`config.mk`:
```
export PLATFORM = sky130hd
export DESIGN_NAME = video_mode_ctrl
export DESIGN_NICKNAME = d
export VERILOG_FILES = /design/src/rtl/video_timing_pkg.sv /design/src/rtl/video_timing_counter.sv /design/src/rtl/video_mode_ctrl.sv
export SDC_FILE = /design/constraint.sdc
export NUM_CORES = 1
export LEC_CHECK = 0
export CORE_MARGIN = 2
export CORE_UTILIZATION = 29
export DETAILED_ROUTE_END_ITERATION = 16
export PLACE_DENSITY = 0.52
export SLEW_MARGIN = 20
export SYNTH_ARGS = -nofsm -noshare
export SYNTH_HDL_FRONTEND = slang
export SYNTH_SLANG_ARGS = --single-unit
```
`constraint.sdc`:
```
create_clock -name clk -period 4 [get_ports clk]
set_clock_uncertainty 0.05 [all_clocks]
set_input_delay 0.6 -clock clk [delete_from_list [all_inputs] [get_ports clk]]
set_output_delay 0.6 -clock clk [all_outputs]
set_load 0.1 [all_outputs]
```
`src/rtl/video_timing_pkg.sv`:
```
`default_nettype none
// ============================================================================
// Module  : video_timing_pkg
// Purpose : Shared types and constants for the video timing controller:
//           register map, 640x480 default timing, commit FSM states.
// Revision: 1.0 - initial release
// ============================================================================
package video_timing_pkg;

   localparam int CW = 12;

   localparam logic [3:0] ADDR_H_TOTAL = 4'd0;
   localparam logic [3:0] ADDR_H_SYNC  = 4'd1;
   localparam logic [3:0] ADDR_H_START = 4'd2;
   localparam logic [3:0] ADDR_H_END   = 4'd3;
   localparam logic [3:0] ADDR_V_TOTAL = 4'd4;
   localparam logic [3:0] ADDR_V_SYNC  = 4'd5;
   localparam logic [3:0] ADDR_V_START = 4'd6;
   localparam logic [3:0] ADDR_V_END   = 4'd7;
   localparam logic [3:0] ADDR_STATUS  = 4'd8;

   // All timing values are stored as (value - 1).
   localparam logic [CW-1:0] H_TOTAL_DEF = 12'd799;
   localparam logic [CW-1:0] H_SYNC_DEF  = 12'd95;
   localparam logic [CW-1:0] H_START_DEF = 12'd141;
   localparam logic [CW-1:0] H_END_DEF   = 12'd781;
   localparam logic [CW-1:0] V_TOTAL_DEF = 12'd524;
   localparam logic [CW-1:0] V_SYNC_DEF  = 12'd1;
   localparam logic [CW-1:0] V_START_DEF = 12'd34;
   localparam logic [CW-1:0] V_END_DEF   = 12'd514;

   typedef enum logic [1:0] {
      ST_IDLE    = 2'd0,
      ST_PENDING = 2'd1,
      ST_APPLY   = 2'd2
   } commit_state_e;

   typedef struct packed {
      logic [CW-1:0] h_total;
      logic [CW-1:0] h_sync;
      logic [CW-1:0] h_start;
      logic [CW-1:0] h_end;
      logic [CW-1:0] v_total;
      logic [CW-1:0] v_sync;
      logic [CW-1:0] v_start;
      logic [CW-1:0] v_end;
   } timing_t;

   function automatic logic timing_legal(input timing_t t);
      return (t.h_sync < t.h_start) && (t.h_start < t.h_end) && (t.h_end <= t.h_total) &&
             (t.v_sync < t.v_start) && (t.v_start < t.v_end) && (t.v_end <= t.v_total);
   endfunction

endpackage
`default_nettype wire

```
`src/rtl/video_timing_counter.sv`:
```
`default_nettype none
// ============================================================================
// Module  : video_timing_counter
// Purpose : Pixel/line counters with registered hs/vs/de and line/frame
//           strobes; flags the frame boundary to the commit logic.
// Revision: 1.0 - initial release
// ============================================================================
module video_timing_counter
   import video_timing_pkg::*;
(
   input  logic          clk,
   input  logic          reset,
   input  timing_t       active_i,
   output logic [CW-1:0] h_pos_o,
   output logic [CW-1:0] v_pos_o,
   output logic          hs_o,
   output logic          vs_o,
   output logic          de_o,
   output logic          line_start_o,
   output logic          frame_start_o,
   output logic          boundary_o
);

   logic [CW-1:0] h_cnt_q, h_cnt_d, v_cnt_q, v_cnt_d;
   logic [CW-1:0] h_pos_q, v_pos_q;
   logic          hs_q, vs_q, de_q, line_start_q, frame_start_q;
   logic          hs_d, vs_d, de_d, line_start_d, frame_start_d;
   logic          h_wrap;

   assign h_wrap     = (h_cnt_q == active_i.h_total);
   assign boundary_o = h_wrap && (v_cnt_q == active_i.v_total);

   always_comb begin
      h_cnt_d = h_cnt_q + 1'b1;
      v_cnt_d = v_cnt_q;
      if (h_wrap) begin
         h_cnt_d = '0;
         v_cnt_d = (v_cnt_q == active_i.v_total) ? '0 : v_cnt_q + 1'b1;
      end
   end

   always_comb begin
      hs_d          = (h_cnt_q > active_i.h_sync);
      vs_d          = (v_cnt_q > active_i.v_sync);
      de_d          = (h_cnt_q > active_i.h_start) && (h_cnt_q <= active_i.h_end) &&
                      (v_cnt_q > active_i.v_start) && (v_cnt_q <= active_i.v_end);
      line_start_d  = (h_cnt_q == '0);
      frame_start_d = (h_cnt_q == '0) && (v_cnt_q == '0);
   end

   // Outputs describe the counter state of the previous cycle.
   always_ff @(posedge clk) begin
      if (reset) begin
         h_cnt_q       <= '0;
         v_cnt_q       <= '0;
         h_pos_q       <= '0;
         v_pos_q       <= '0;
         hs_q          <= 1'b1;
         vs_q          <= 1'b1;
         de_q          <= 1'b0;
         line_start_q  <= 1'b0;
         frame_start_q <= 1'b0;
      end else begin
         h_cnt_q       <= h_cnt_d;
         v_cnt_q       <= v_cnt_d;
         h_pos_q       <= h_cnt_q;
         v_pos_q       <= v_cnt_q;
         hs_q          <= hs_d;
         vs_q          <= vs_d;
         de_q          <= de_d;
         line_start_q  <= line_start_d;
         frame_start_q <= frame_start_d;
      end
   end

   assign h_pos_o       = h_pos_q;
   assign v_pos_o       = v_pos_q;
   assign hs_o          = hs_q;
   assign vs_o          = vs_q;
   assign de_o          = de_q;
   assign line_start_o  = line_start_q;
   assign frame_start_o = frame_start_q;

endmodule
`default_nettype wire

```
`src/rtl/video_mode_ctrl.sv`:
```
`default_nettype none
// ============================================================================
// Module  : video_mode_ctrl
// Purpose : Shadow timing registers with frame-atomic commit, plus the
//           timing generator. Optional VMC_READBACK_EN adds cfg_rdata.
// Revision: 1.0 - initial release
// ============================================================================
module video_mode_ctrl #(
   parameter int            CW        = 12,
   parameter logic [CW-1:0] H_TOTAL_D = video_timing_pkg::H_TOTAL_DEF,
   parameter logic [CW-1:0] H_SYNC_D  = video_timing_pkg::H_SYNC_DEF,
   parameter logic [CW-1:0] H_START_D = video_timing_pkg::H_START_DEF,
   parameter logic [CW-1:0] H_END_D   = video_timing_pkg::H_END_DEF,
   parameter logic [CW-1:0] V_TOTAL_D = video_timing_pkg::V_TOTAL_DEF,
   parameter logic [CW-1:0] V_SYNC_D  = video_timing_pkg::V_SYNC_DEF,
   parameter logic [CW-1:0] V_START_D = video_timing_pkg::V_START_DEF,
   parameter logic [CW-1:0] V_END_D   = video_timing_pkg::V_END_DEF
) (
   input  logic          clk,
   input  logic          reset,
   input  logic          cfg_wr,
   input  logic [3:0]    cfg_addr,
   input  logic [CW-1:0] cfg_wdata,
   input  logic          cfg_commit,
   output logic          cfg_busy,
   output logic          cfg_err,
   output logic [CW-1:0] h_pos,
   output logic [CW-1:0] v_pos,
   output logic          hs,
   output logic          vs,
   output logic          de,
   output logic          line_start,
   output logic          frame_start
`ifdef VMC_READBACK_EN
   ,
   output logic [CW-1:0] cfg_rdata
`endif
);

   import video_timing_pkg::*;

   localparam timing_t DEFAULTS = '{
      h_total: H_TOTAL_D, h_sync: H_SYNC_D, h_start: H_START_D, h_end: H_END_D,
      v_total: V_TOTAL_D, v_sync: V_SYNC_D, v_start: V_START_D, v_end: V_END_D
   };

   commit_state_e state_q, state_d;
   timing_t       shadow_q, shadow_d, active_q, active_d;
   logic          err_q, err_d;
   logic          boundary;

   always_comb begin
      shadow_d = shadow_q;
      if (cfg_wr) begin
         case (cfg_addr)
            ADDR_H_TOTAL: shadow_d.h_total = cfg_wdata;
            ADDR_H_SYNC:  shadow_d.h_sync  = cfg_wdata;
            ADDR_H_START: shadow_d.h_start = cfg_wdata;
            ADDR_H_END:   shadow_d.h_end   = cfg_wdata;
            ADDR_V_TOTAL: shadow_d.v_total = cfg_wdata;
            ADDR_V_SYNC:  shadow_d.v_sync  = cfg_wdata;
            ADDR_V_START: shadow_d.v_start = cfg_wdata;
            ADDR_V_END:   shadow_d.v_end   = cfg_wdata;
            default:      ;
         endcase
      end
   end

   always_comb begin
      state_d = state_q;
      case (state_q)
         ST_IDLE:    if (cfg_commit) state_d = ST_PENDING;
         ST_PENDING: if (boundary)   state_d = ST_APPLY;
         ST_APPLY:   state_d = ST_IDLE;
         default:    state_d = ST_IDLE;
      endcase
   end

   // The copy reads the pre-write shadow, so a write in the APPLY cycle waits for the next commit.
   always_comb begin
      active_d = active_q;
      err_d    = err_q;
      if (state_q == ST_APPLY) begin
         if (timing_legal(shadow_q)) begin
            active_d = shadow_q;
            err_d    = 1'b0;
         end else begin
            err_d    = 1'b1;
         end
      end
   end

   always_ff @(posedge clk) begin
      if (reset) begin
         state_q  <= ST_IDLE;
         shadow_q <= DEFAULTS;
         active_q <= DEFAULTS;
         err_q    <= 1'b0;
      end else begin
         state_q  <= state_d;
         shadow_q <= shadow_d;
         active_q <= active_d;
         err_q    <= err_d;
      end
   end

   assign cfg_busy = (state_q != ST_IDLE);
   assign cfg_err  = err_q;

`ifdef VMC_READBACK_EN
   logic [CW-1:0] rdata_q, rdata_d;

   always_comb begin
      rdata_d = '0;
      case (cfg_addr)
         ADDR_H_TOTAL: rdata_d = shadow_q.h_total;
         ADDR_H_SYNC:  rdata_d = shadow_q.h_sync;
         ADDR_H_START: rdata_d = shadow_q.h_start;
         ADDR_H_END:   rdata_d = shadow_q.h_end;
         ADDR_V_TOTAL: rdata_d = shadow_q.v_total;
         ADDR_V_SYNC:  rdata_d = shadow_q.v_sync;
         ADDR_V_START: rdata_d = shadow_q.v_start;
         ADDR_V_END:   rdata_d = shadow_q.v_end;
         ADDR_STATUS:  rdata_d = {{(CW-2){1'b0}}, err_q, cfg_busy};
         default:      rdata_d = '0;
      endcase
   end

   always_ff @(posedge clk) begin
      if (reset) rdata_q <= '0;
      else       rdata_q <= rdata_d;
   end

   assign cfg_rdata = rdata_q;
`endif

   video_timing_counter u_counter (
      .clk           (clk),
      .reset         (reset),
      .active_i      (active_q),
      .h_pos_o       (h_pos),
      .v_pos_o       (v_pos),
      .hs_o          (hs),
      .vs_o          (vs),
      .de_o          (de),
      .line_start_o  (line_start),
      .frame_start_o (frame_start),
      .boundary_o    (boundary)
   );

endmodule
`default_nettype wire

```
==> results.cfg <==
[grt]
track_usage_pct = 16.8
grt_pass1_wl_um = 61600
grt-ovfl-total = 0
grt_pass1_vias = 10275
antenna_found_initial = 0
grt_max_degree = 95

[detailed_routing]
drt-pass1-iter-count = 5
num_vias = 10872
drtAntennaViolNets = 0
routed_via_density = 5.09
drt_iter0_markers = 896
drc = 0
wire_per_inst_um = 18.5
finalWirelength_um = 39600

[power]
ir_worst_vdd_v = 0.000319
p_comb_share_pct = 6.8
p_clk_share_pct = 49.4
leakage_nw = 5.84
cellInternalPower_mw = 4.35
power.density_nw_per_um2 = 383
power_mw = 5.76
power_frac_seq_pct = 43.8
power_switching_mw = 1.41
switching_share_pct = 24.5

[layout]
multiInputGateArea_um2 = 7050
fin_util_pct = 34.0
area_growth_pct = 15.6
diodes = 0
fin_area_um2 = 15000
fill_cells = 4583
regArea_um2 = 4960
layout-drive-gt1-share_pct = 5.57
layout.cells.non_filler = 2136
fin_nets = 1687

[die]
die_area_um2 = 46500
start_util_pct = 29.4
dieWidth_um = 216
die_y_um = 216
fp.coreArea_um2 = 44200
top_level_ports = 51
std_cell_rows = 77

[worst_setup_path]
crit_fanout = 46
cp_cell_sequence = inv_1 > ha_1 > a221oi_2 > nand3_1 > or4_1 > or4b_4 > buf_4 > o31ai_1 > a21oi_1
cp_slowest_cell = or4b_4
start_kind = flip-flop
ff2ff_path_depth = 9
worstPathRequired_ns = 4.34
r2r-start = shadow_q[71]
worst-path-buf-inv = 2
cpPeakStageDelay_ns = 0.75
cp.arrival_ns = 3.82
crit_type = flip-flop to flip-flop
r2r_end = active_q[10]
reg2reg_slack_ns = 0.52
startpoint = shadow_q[71]
cp-end-kind = flip-flop
cp_top_family = simple AND/OR/NAND/NOR gates

[synthesis]
yosysUniqueCellTypes = 52
synth_seq_area_share_pct = 38.2
syn-num-nets = 1701
syn_area_per_cell_um2 = 8.46
syn_inst = 1537
synth_top_area_cell = dfxtp_1
synth-seq-cells = 248
synthArstFlopShare_pct = 0
synth_edf_count = 0
synth_common_cells = dfxtp_1, a21oi_1, inv_1, ha_1, nand2_1
synth_flop_cell = dfxtp_1
syn_area_um2 = 13000
ys.warnings.count = 0
synth_area_leaders = dfxtp_1, ha_1, a21oi_1
yosysMostFrequentCell = dfxtp_1
synthDominantCellAreaShare_pct = 38.2

[clock_tree]
cts-root-buf = clkbuf_16
clock_path_buffers = 3
cts_tree = done
cts_setup_buffers = 0
ctsResizeCount = 0
clkTransAtPathRegs_ns = 0.06
clock_latency_ns = 0.57
cts_hold_buf = 0
cts_htree_levels = 1
cts_made_buffers = 29
cts_num_sinks = 248

[worst_hold_path]
min_to = active_q[18]
hp-class = flip-flop to flip-flop
hp-start = active_q[18]
hold_depth = 2

[placed_design]
hpwl_um = 27900
dp.cells = 2084
place_area_um2 = 14000
port_buffers = 50
place_ws_ns = 0.551
routabilityCongestion = 0.855

[sta]
tns_ns = 0
rsz0062_at_grt = false
finalHoldViolCount = 0
fin_crit_sh_pct = 86.9
maxSlewHeadroom_pct = 30.7
fin_ws_ns = 0.524
maxClockFrequency_mhz = 288
worst_slew_pin_slew_ns = 1.04
setup-violations-final = 0
drv_slew = 0
fin_crit_ns = 3.48
hold_ws_ns = 0.419

[job]
drv_cap = 0

[outcome]
status = completed
==> area by class of cell <==
| class | count | share of cell area [%] |
|---|---|---|
| clock buffer | 40 | 5.50 |
| clock inverter | 12 | 1.28 |
| inverter | 147 | 3.67 |
| multi-input combinational | 1025 | 46.9 |
| sequential | 248 | 33.0 |
| tap | 592 | 4.93 |
| timing repair buffer | 72 | 4.66 |
==> worst max-delay path by stage <==
stage                     cells past startpoint      endpoint
after global placement                        9  active_q[49]
final                                         9  active_q[10]
after detailed placement                      9  active_q[10]
after global routing                          9  active_q[61]
after floorplan                              10  active_q[56]
after CTS                                     9  active_q[10]
==> worst register-to-register path: cells and delay by family (launching register included) <==
kind,cells,cell delay (ns)
AO/OA/AOI/OAI,3,0.67
adder cells (fa/ha/maj),1,0.33
AND/OR/NAND/NOR,3,1.43
buffers and inverters,2,0.44
flip-flops,1,0.38
==> power groups by stage <==
stage	Sequential, mW	Clock [mW]	Combinational [mW]
finish	2.52	2.85	0.390
global route	2.52	3.02	0.422
CTS	2.52	2.91	0.390
detailed placement	2.57	0	0.389
global placement	2.57	0	0.387
floorplan	2.60	0	0.234
==> registers in the layout, indices dropped and copies added (netlist names) <==
name	count
u_counter.line_start_o	1
u_counter.h_pos_o	12
active_q	96
cfg_err	1
u_counter.vs_o	1
u_counter.v_cnt_q	12
u_counter.frame_start_o	1
state_q	2
u_counter.h_cnt_q	12
u_counter.hs_o	1
u_counter.de_o	1
shadow_q	96
u_counter.v_pos_o	12
==> routing by layer <==
metal / GRT usage [%] / up-vias / wire length [um]
met5: 0 / - / 0
met4: 5.22 / 0 / 1000
met3: 2.28 / 59 / 1820
met2: 24.4 / 238 / 16600
met1: 25.2 / 5155 / 20200
li1: - / 5420 / -
==> cells in the final DEF, fill, tap and decap left out, drive strengths merged, types with 20 or more instances in the layout <==
master / instances
a21o: 20
a21oi: 148
buf: 23
clkbuf: 40
clkdlybuf4s50: 49
dfxtp: 248
ha: 144
inv: 147
mux2i: 34
nand2: 134
nand3: 31
nand4: 110
nor2: 73
nor2b: 27
nor4: 24
o211ai: 37
o21ai: 36
o31ai: 66
xnor2: 20
xor2: 25
==> kinds of logic (layout without fill, tap and decap cells) <==
kind of cell	count (synthesis)	after routing	synth area share (%)
mux	34	34	2.62
compound gates	347	347	16.5
flops	248	248	38.2
fa+ha+maj	144	144	13.9
simple gates	455	455	17.9
buf+inv	264	271	7.82
xor+xnor	45	45	3.03
No activity file was read; power rests on OpenSTA's default activity.
